### src/rtl/mat_result_serializer.sv
// -----------------------------------------------------------------------------
// mat_result_serializer
//
// Sink for the 2x2 matrix multiplier result stream. Every cycle that `done` is
// high, one complete result {w, x, y, z} is captured into a DEPTH-entry FIFO.
// The FIFO is drained one DW-bit element per cycle, in the order w, x, y, z,
// on a valid/ready interface. `almost_full` is fed back to the operand
// sequencer so that it stops issuing while multiplies are still in flight.
//
// Optional feature (macro RESULT_SAT16_EN):
//   defined   : out_data is the head element clamped to [-32768, 32767] and
//               sign-extended to DW bits; out_sat flags an altered value.
//   undefined : out_data is the full DW-bit element; out_sat is tied to 0.
//
// Parameters:
//   DEPTH     FIFO entries (one full result each), power of 2, >= 2
//   DW        element width, signed (>= 16 when RESULT_SAT16_EN is defined)
//   AF_MARGIN almost_full asserts when AF_MARGIN or fewer entries are free
//
// Ports:
//   clk, reset            clock and asynchronous active-high reset
//   done, w, x, y, z      result strobe and elements from the multiplier
//   out_data, out_valid   current element and its valid flag
//   out_ready             downstream accepts the current element
//   out_idx, out_last     element index (0=w .. 3=z), high with element z
//   out_sat               current element was clamped
//   almost_full           throttle request to the upstream sequencer
//   overflow              sticky: a result was dropped because the FIFO was full
//   level                 occupied FIFO entries
// -----------------------------------------------------------------------------
module mat_result_serializer #(
    parameter int DEPTH     = 8,
    parameter int DW        = 32,
    parameter int AF_MARGIN = 2
) (
    input  logic                         clk,
    input  logic                         reset,
    input  logic                         done,
    input  logic signed [DW-1:0]         w,
    input  logic signed [DW-1:0]         x,
    input  logic signed [DW-1:0]         y,
    input  logic signed [DW-1:0]         z,
    output logic signed [DW-1:0]         out_data,
    output logic                         out_valid,
    input  logic                         out_ready,
    output logic [1:0]                   out_idx,
    output logic                         out_last,
    output logic                         out_sat,
    output logic                         almost_full,
    output logic                         overflow,
    output logic [$clog2(DEPTH+1)-1:0]   level
);

    localparam int PW    = $clog2(DEPTH);
    localparam int LW    = $clog2(DEPTH+1);
    localparam int AF_TH = DEPTH - AF_MARGIN;

    // Element counter: which element of the head entry is presented.
    typedef enum logic [1:0] {S_W = 2'd0, S_X = 2'd1, S_Y = 2'd2, S_Z = 2'd3} elem_e;

    elem_e                 state_q, state_d;
    logic [PW-1:0]         rd_ptr_q, rd_ptr_d;
    logic [PW-1:0]         wr_ptr_q, wr_ptr_d;
    logic [LW-1:0]         level_q, level_d;
    logic                  ovf_q, ovf_d;

    logic signed [DW-1:0]  mem_q [DEPTH][4];
    logic signed [DW-1:0]  head_elem;

    logic                  xfer;
    logic                  pop;
    logic                  full;
    logic                  wr;

`ifdef RESULT_SAT16_EN
    localparam logic signed [DW-1:0] SAT_MAX = DW'(32767);
    localparam logic signed [DW-1:0] SAT_MIN = -DW'(32768);

    function automatic logic signed [DW-1:0] clamp16(input logic signed [DW-1:0] v);
        if (v > SAT_MAX) return SAT_MAX;
        if (v < SAT_MIN) return SAT_MIN;
        return v;
    endfunction

    function automatic logic is_sat16(input logic signed [DW-1:0] v);
        return (v > SAT_MAX) || (v < SAT_MIN);
    endfunction
`endif

    assign xfer = (level_q != '0) && out_ready;
    // Only the transfer of element z retires the head entry.
    assign pop  = xfer && (state_q == S_Z);
    assign full = (level_q == LW'(DEPTH));
    // At full, a write still lands when the head entry retires on the same edge.
    assign wr   = done && (!full || pop);

    always_comb begin
        state_d  = state_q;
        rd_ptr_d = rd_ptr_q;
        wr_ptr_d = wr_ptr_q;
        level_d  = level_q;
        ovf_d    = ovf_q;

        if (xfer) begin
            case (state_q)
                S_W:     state_d = S_X;
                S_X:     state_d = S_Y;
                S_Y:     state_d = S_Z;
                default: state_d = S_W;
            endcase
        end

        // Pointers wrap naturally because DEPTH is a power of 2.
        if (pop) rd_ptr_d = rd_ptr_q + 1'b1;
        if (wr)  wr_ptr_d = wr_ptr_q + 1'b1;

        case ({wr, pop})
            2'b10:   level_d = level_q + LW'(1);
            2'b01:   level_d = level_q - LW'(1);
            default: level_d = level_q;
        endcase

        if (done && !wr) ovf_d = 1'b1;
    end

    always_ff @(posedge clk or posedge reset) begin
        if (reset) begin
            state_q  <= S_W;
            rd_ptr_q <= '0;
            wr_ptr_q <= '0;
            level_q  <= '0;
            ovf_q    <= 1'b0;
        end else begin
            state_q  <= state_d;
            rd_ptr_q <= rd_ptr_d;
            wr_ptr_q <= wr_ptr_d;
            level_q  <= level_d;
            ovf_q    <= ovf_d;
        end
    end

    // Result storage carries no reset; empty slots are never presented.
    always_ff @(posedge clk) begin
        if (wr) begin
            mem_q[wr_ptr_q][0] <= w;
            mem_q[wr_ptr_q][1] <= x;
            mem_q[wr_ptr_q][2] <= y;
            mem_q[wr_ptr_q][3] <= z;
        end
    end

    assign out_valid   = (level_q != '0);
    assign out_idx     = state_q;
    assign out_last    = out_valid && (state_q == S_Z);
    assign level       = level_q;
    assign overflow    = ovf_q;
    assign almost_full = (int'(level_q) >= AF_TH);
    assign head_elem   = mem_q[rd_ptr_q][out_idx];

    // Data is forced to 0 while empty so the reset value holds without
    // resetting the storage array.
`ifdef RESULT_SAT16_EN
    assign out_data = out_valid ? clamp16(head_elem) : '0;
    assign out_sat  = out_valid && is_sat16(head_elem);
`else
    assign out_data = out_valid ? head_elem : '0;
    assign out_sat  = 1'b0;
`endif

endmodule

### config.mk
export PLATFORM = sky130hd
export DESIGN_NAME = mat_result_serializer
export DESIGN_NICKNAME = d
export VERILOG_FILES = /design/src/rtl/mat_result_serializer.sv
export SDC_FILE = /design/constraint.sdc
export NUM_CORES = 1
export LEC_CHECK = 0
export CORE_AREA = 2 2 287 289
export CTS_CLUSTER_SIZE = 12
export DETAILED_ROUTE_END_ITERATION = 7
export DIE_AREA = 0 0 289 291
export PLACE_DENSITY_LB_ADDON = 0.25
export SYNTH_ARGS = -nofsm -noshare
export SYNTH_HDL_FRONTEND = slang
export SYNTH_SLANG_ARGS = --single-unit
### constraint.sdc
create_clock -name clk -period 20.8 [get_ports clk]
set_input_delay 2.08 -clock clk [delete_from_list [all_inputs] [get_ports clk]]
set_output_delay 2.08 -clock clk [all_outputs]
set_load 0.05 [all_outputs]
==> metrics.txt, run 1 <==
critical path class=reg2out; Pwr per Cell Area=144.9 nW/µm²; initial antenna violation count=26; Clk pin slew, worst setup/hold paths=60 ps; CP max FO=71; hold buffer count at CTS=0; Core Area=approximately 80000 µm²; Vias/cell=6.112; worst-case clock buffer depth=3; CP max stage delay=1150 ps; LEAKAGE=0.01446 µW; CTS buffer count=101; crit start category=register; placer congestion estimate=0.7531; GR Util All Layers=0.2124; initial core utilization=0.4937; vias in the first global route=between 15000 and 20000; CTS tree=built; cells resized by post-CTS repair=0; Worst Hold Class=reg2reg; Nets=~2100; yosys warns=0; Iter 0 DRT Violations=1912; Seq. cell area=31090 µm²; vias=18700; CP max stage cell=dfrtp_4; Post-synth EDFFs=1024; H-tree levels=3; Clock Tree Root=clkbuf_16; outcome=finished, final reports clean; Worst Skew=between 20 and 25 ps; TNS Setup=0 ps; overall power=around 6600 µW; max-slew violations=0; placed cells=2896; max frequency=0.1373 GHz; maxcap violations=0; WP data required=18720 ps; TritonCTS Sinks=1037; chip width=289 µm; Tightest Pin Transition=1209 ps; fin crit period=between 7000 and 8000 ps; fillers=5918; DR pass1 iterations=5; Synth Instances=roughly 1700; num rows=105; input/output buffers=between 150 and 200; unrepaired setup endpoints after global routing=false; WP buf/inv=3; synth unique cells=between 40 and 50; Final setup viols=0; family with the most delay on the worst path=buffers and inverters; global route overflow=0; Yosys reg bits=1037; buffer count from post-CTS setup fixing=0; sequential fraction of the synthesis area=0.7753; Die Y=291 µm; ANT nets after route=0; Place WS=between 10000 and 15000 ps; Layout area overhead=13.71%; Post-Syn Area=40080 µm²; remaining routing DRC violations=0; Hold Vio Cnt, Final=0; CP Data Arrival Time=~5200 ps; io pins=175; crit-path cells=clkinv_2, buf_4, mux2i_1, a221o_1, a21oi_1, clkdlybuf4s50_1; Critical Path Sink Type=primary output; WL/cell=approximately 29 µm; FFs w/ async S/R, synth=0.01254; peak supply drop=0.1204 mV; post-DP HPWL=46620 µm; Clock Latency Late Sink=660 ps; final WL=88370 µm; area of the multi-input gates=8239 µm²; Most used DFF post-synth=edfxtp_1; first-pass GRT wire length=129600 µm; largest net degree at the start of global routing=136; final worst slack=13520 ps; synthesized area per cell=23.28 µm²; post-route insts no fill=3059; layout cell share with drive strength beyond 1=0.1732; fin crit share=0.3502; max_slew headroom=0.1929; Net Count, Synth=1862; die area=84100 µm²
## path summary, 6_finish.rpt
kind                        startpoint      endpoint  slack [ps]  depth (start not counted)
min in group asynchronous        reset   wr_ptr_q[1]        1820                          2
max                        rd_ptr_q[1]  out_data[30]       13520                          6
max reg2reg                 out_idx[0]  mem_q[3][80]       16060                          8
max in group asynchronous        reset   rd_ptr_q[1]       18520                          2
min reg2reg                   overflow      overflow         500                          1
min                           overflow      overflow         500                          1
## metrics by stage
step / utilization / hold WS (ps) / cell area (µm²)
6_report: 0.5613 / 501.7 / 45580
3_3_place_gp: 0.5262 / 450.2 / 42720
3_5_place_dp: 0.5262 / 482.8 / 42720
5_1_grt: 0.5612 / 505.4 / 45570
4_1_cts: 0.5611 / 496.2 / 45550
2_1_floorplan: - / 486.8 / 40080
## where the power goes
part           switching [µW]  internal (µW)
combinational            1380            865
clock                     714            906
sequential                127           2610
## kinds of logic (layout without fill, tap and decap cells)
| kind of cell | after synthesis | in the layout | synth area share |
|---|---|---|---|
| other cells | 1 | 10 | 0.00009356 |
| simple gates | 39 | 39 | 0.005120 |
| xor+xnor | 8 | 8 | 0.001748 |
| buf+inv | 104 | 362 | 0.02095 |
| mux | 354 | 354 | 0.1625 |
| flops | 1037 | 1037 | 0.7753 |
| compound gates | 171 | 171 | 0.03178 |
| fa+ha+maj | 8 | 8 | 0.002497 |
## layer usage
metal,vias to the layer above,global-route usage,wire length [µm]
met2,714,0.3222,41720
met5,-,0,232
li1,7853,-,-
met3,146,0.06309,7861
met1,9949,0.3046,36980
met4,36,0.05343,1585
## state kept, by name, summed over array words and instances, names as in the netlist
signal    flops
wr_ptr_q      3
out_idx       2
rd_ptr_q      3
level         4
mem_q      1024
overflow      1
## area by class of cell
cell class / instances / area share
Antenna cell: 9 / 0.0004942
Clock buffer: 133 / 0.05903
Clock inverter: 21 / 0.003102
Inverter: 7 / 0.0006040
Multi-Input combinational cell: 581 / 0.1808
Sequential cell: 1037 / 0.6821
Tap cell: 1070 / 0.02938
Timing Repair Buffer: 201 / 0.04453
## cell usage in the layout (no fill, tap or decap), types with 16 or more instances in the layout
cell type	n
edfxtp_1	1024
o21ai_0	34
mux2i_1	128
a21oi_1	36
buf_4	21
a221oi_1	64
mux4_2	180
mux4_1	44
clkbuf_1	30
a221o_1	29
clkdlybuf4s50_1	173
clkbuf_16	103
clkinv_1	16
## Yosys cell counts (2+ instances only)
library cell | number | area (µm²)
inv_1 | 4 | 15.01
dfrtp_1 | 13 | 325.3
buf_6 | 18 | 202.7
clkdlybuf4s50_2 | 2 | 22.52
clkbuf_1 | 24 | 90.09
xnor2_1 | 3 | 26.28
buf_2 | 21 | 105.1
o21ai_0 | 34 | 170.2
ha_1 | 8 | 100.1
a221o_1 | 29 | 290.3
clkbuf_4 | 4 | 30.03
mux4_2 | 180 | 4054
buf_12 | 5 | 100.1
nand2b_1 | 3 | 18.77
nand2_1 | 10 | 37.54
nor2_1 | 13 | 48.80
xor2_1 | 5 | 43.79
a221oi_1 | 64 | 560.5
buf_4 | 9 | 67.56
edfxtp_1 | 1024 | 30750
mux2i_1 | 128 | 1281
a221o_2 | 3 | 33.78
buf_8 | 2 | 30.03
clkbuf_8 | 12 | 165.2
a31oi_1 | 2 | 12.51
mux4_1 | 44 | 1156
nor2_2 | 2 | 12.51
a21oi_1 | 36 | 180.2
inv_2 | 2 | 7.510
nor3_1 | 3 | 15.01
Note: power is estimated with default switching activity, not from simulation.
==> inputs of run 2 (changes only) <==
==> constraint.sdc (replaced) <==
create_clock -name clk -period 5.9 [get_ports clk]
set_input_delay 0.59 -clock clk [delete_from_list [all_inputs] [get_ports clk]]
set_output_delay 0.59 -clock clk [all_outputs]
set_load 0.05 [all_outputs]
==> metrics.txt, run 2 (synthesis results as in run 1) <==
placer congestion estimate=0.7658 (+1.7%); Switching Power=7946 µW (+260%); Layout area overhead=14.67%; num rows=105 (unchanged); buffer count from post-CTS setup fixing=0 (unchanged); Clock Latency Late Sink=670 ps (about the same); fin crit share=0.8667; grt met3 use=0.05627 (-0.006818); final WL=87920 µm (-0.51%); GRT Max-Usage Layer=met2; R2R depth=6 (-2); Cell Int Power=15560 µW (+250%); CP Data Arrival Time=4520 ps (-680 ps); cells resized by post-CTS repair=0 (unchanged); vias in the first global route=18730 (-1.8%); outcome=finished, final reports clean; Worst Hold Class=in2async; unrepaired setup endpoints after global routing=false; DR pass1 iterations=5 (unchanged); post-DP HPWL=49080 µm (+5.3%); M1 GR Usage=0.3102 (+0.005605); TritonCTS Sinks=1037 (unchanged); max_slew headroom=0.1906 (-0.002309); peak supply drop=0.3816 mV (+220%); GR Util All Layers=0.2103 (-0.002098); hold buffer count at CTS=0 (unchanged); Final setup viols=0 (unchanged); Cell Area, Placed=43030 µm² (+0.71%); commonest non-fill, non-tap cell in the layout=edfxtp_1; Critical Path Sink Type=primary output; chip width=289 µm (unchanged); die area=84100 µm² (unchanged); CP max FO=41 (-42%); crit start category=register; maxcap violations=0 (unchanged); routing usage on met2=0.3126 (-0.009569); input/output buffers=173 (unchanged); largest net degree at the start of global routing=129 (-5.1%); WP data required=5310 ps (-13410 ps); global route overflow=0 (unchanged); critical path class=reg2out; max-slew violations=0 (unchanged); vias=18650 (-0.27%); Biggest register=mem_q; switching portion of total power=0.3380 (+0.001690); max reg flops=1024 (unchanged); Logic pwr share=0.344 (+0.004); most frequent cells in the layout=edfxtp_1, mux4_2, clkdlybuf4s50_1; Iter 0 DRT Violations=2017 (+5.5%); first-pass GRT wire length=128200 µm (-1.1%); cell area after layout=45960 µm² (+0.85%); Worst Skew=20.58 ps (+0.2354 ps); LEAKAGE=0.01464 µW (+1.2%); CTS buffer count=101 (unchanged); H-tree levels=3 (unchanged); Hold Vio Cnt, Final=0 (unchanged); WL/cell=28.55 µm (-1.2%); worst-case clock buffer depth=3 (unchanged); layout cell share with drive strength beyond 1=0.1827 (+0.009494); Clock Tree Root=clkbuf_16; Die Y=291 µm (unchanged); Core Area=81190 µm² (unchanged); Pwr per Cell Area=511.5 nW/µm² (+250%); remaining routing DRC violations=0 (unchanged); hold slack=361.5 ps (-140.2 ps); Flop pwr share=0.410 (-0.005); fin crit period=5113 ps; io pins=175 (unchanged); Tightest Pin Transition=1211 ps (+1.889 ps); ANT nets after route=0 (unchanged); clock power share=0.247 (+0.002); Vias/cell=6.054 (-0.95%); initial core utilization=0.4937 (unchanged); max frequency=around 0.2 GHz; initial antenna violation count=17 (-35%); Nets=2088 (+0.92%); Clk pin slew, worst setup/hold paths=60 ps (about the same); CTS tree=built
==> run 2: cell count changes in the layout (fill, tap and decap cells not counted) <==
cell,change
buf_12,+12
buf_4,+7
clkbuf_1,+3
clkinv_1,-3
inv_16,+3
clkbuf_16,-2
clkbuf_8,+2
clkinv_16,+2
diode_2,-2
inv_6,-2
nor3_2,-2
nor3_4,+2
clkinv_2,+1
==> run 2: critical path: stages, from the launching register on <==
cell and delay [ps]:
dfrtp_4 860, clkinv_2 680, buf_4 450, mux2i_1 150, a221o_1 330, a21oi_1 410, clkdlybuf4s50_1 900
==> run 2: area by class of cell <==
| class | count | area, µm² |
|---|---|---|
| clock buffer | 136 | 2679 |
| tap | 1070 | 1339 |
| multi-input combinational | 581 | 8252 |
| inverter | 7 | 27.53 |
| antenna | 7 | 17.52 |
| clock inverter | 22 | 237.7 |
| sequential | 1037 | 31090 |
| fill | 5878 | 35230 |
| timing repair buffer | 220 | 2322 |
==> run 2: power by group through the flow <==
| stage | registers (µW) | clock network (µW) | logic, µW |
|---|---|---|---|
| after detailed placement | 9790 | 0 | 8170 |
| after global routing | 9710 | 6180 | 8520 |
| after floorplan | 9780 | 0 | 5630 |
| final | 9630 | 5800 | 8080 |
| after CTS | 9640 | 5910 | 8180 |
| after global placement | 9720 | 0 | 8150 |
==> run 2: metrics by stage <==
step	worst slack [ps]	total power [µW]	utilization	TNS, ps	instances
3_5_place_dp	1477	17950	0.5299	0	2915
3_3_place_gp	1476	17870	0.5299	0	2915
5_1_grt	700.3	24420	0.5660	0	3077
2_1_floorplan	-1575	15410	-	-1479590	1722
6_report	786.8	23510	0.5661	0	3080
4_1_cts	755.3	23730	0.5659	0	3073
==> run 2: routing by layer <==
metal  part of all wire  vias to the layer above
met2               0.46                      720
met5             0.0017                        -
met1               0.43                     9859
met4              0.022                       24
li1                   -                     7896
met3              0.085                      148
==> run 2: final timing paths <==
| kind | slack, ps | to | start |
|---|---|---|---|
| max | 790 | out_data[18] | rd_ptr_q[1] |
| min | 360 | rd_ptr_q[1] | reset |
| max reg2reg | 2260 | mem_q[4][71] | out_idx[1] |
| min reg2reg | 480 | overflow | overflow |
| max in group asynchronous | 5000 | rd_ptr_q[2] | reset |
| min in group clk | 480 | overflow | overflow |
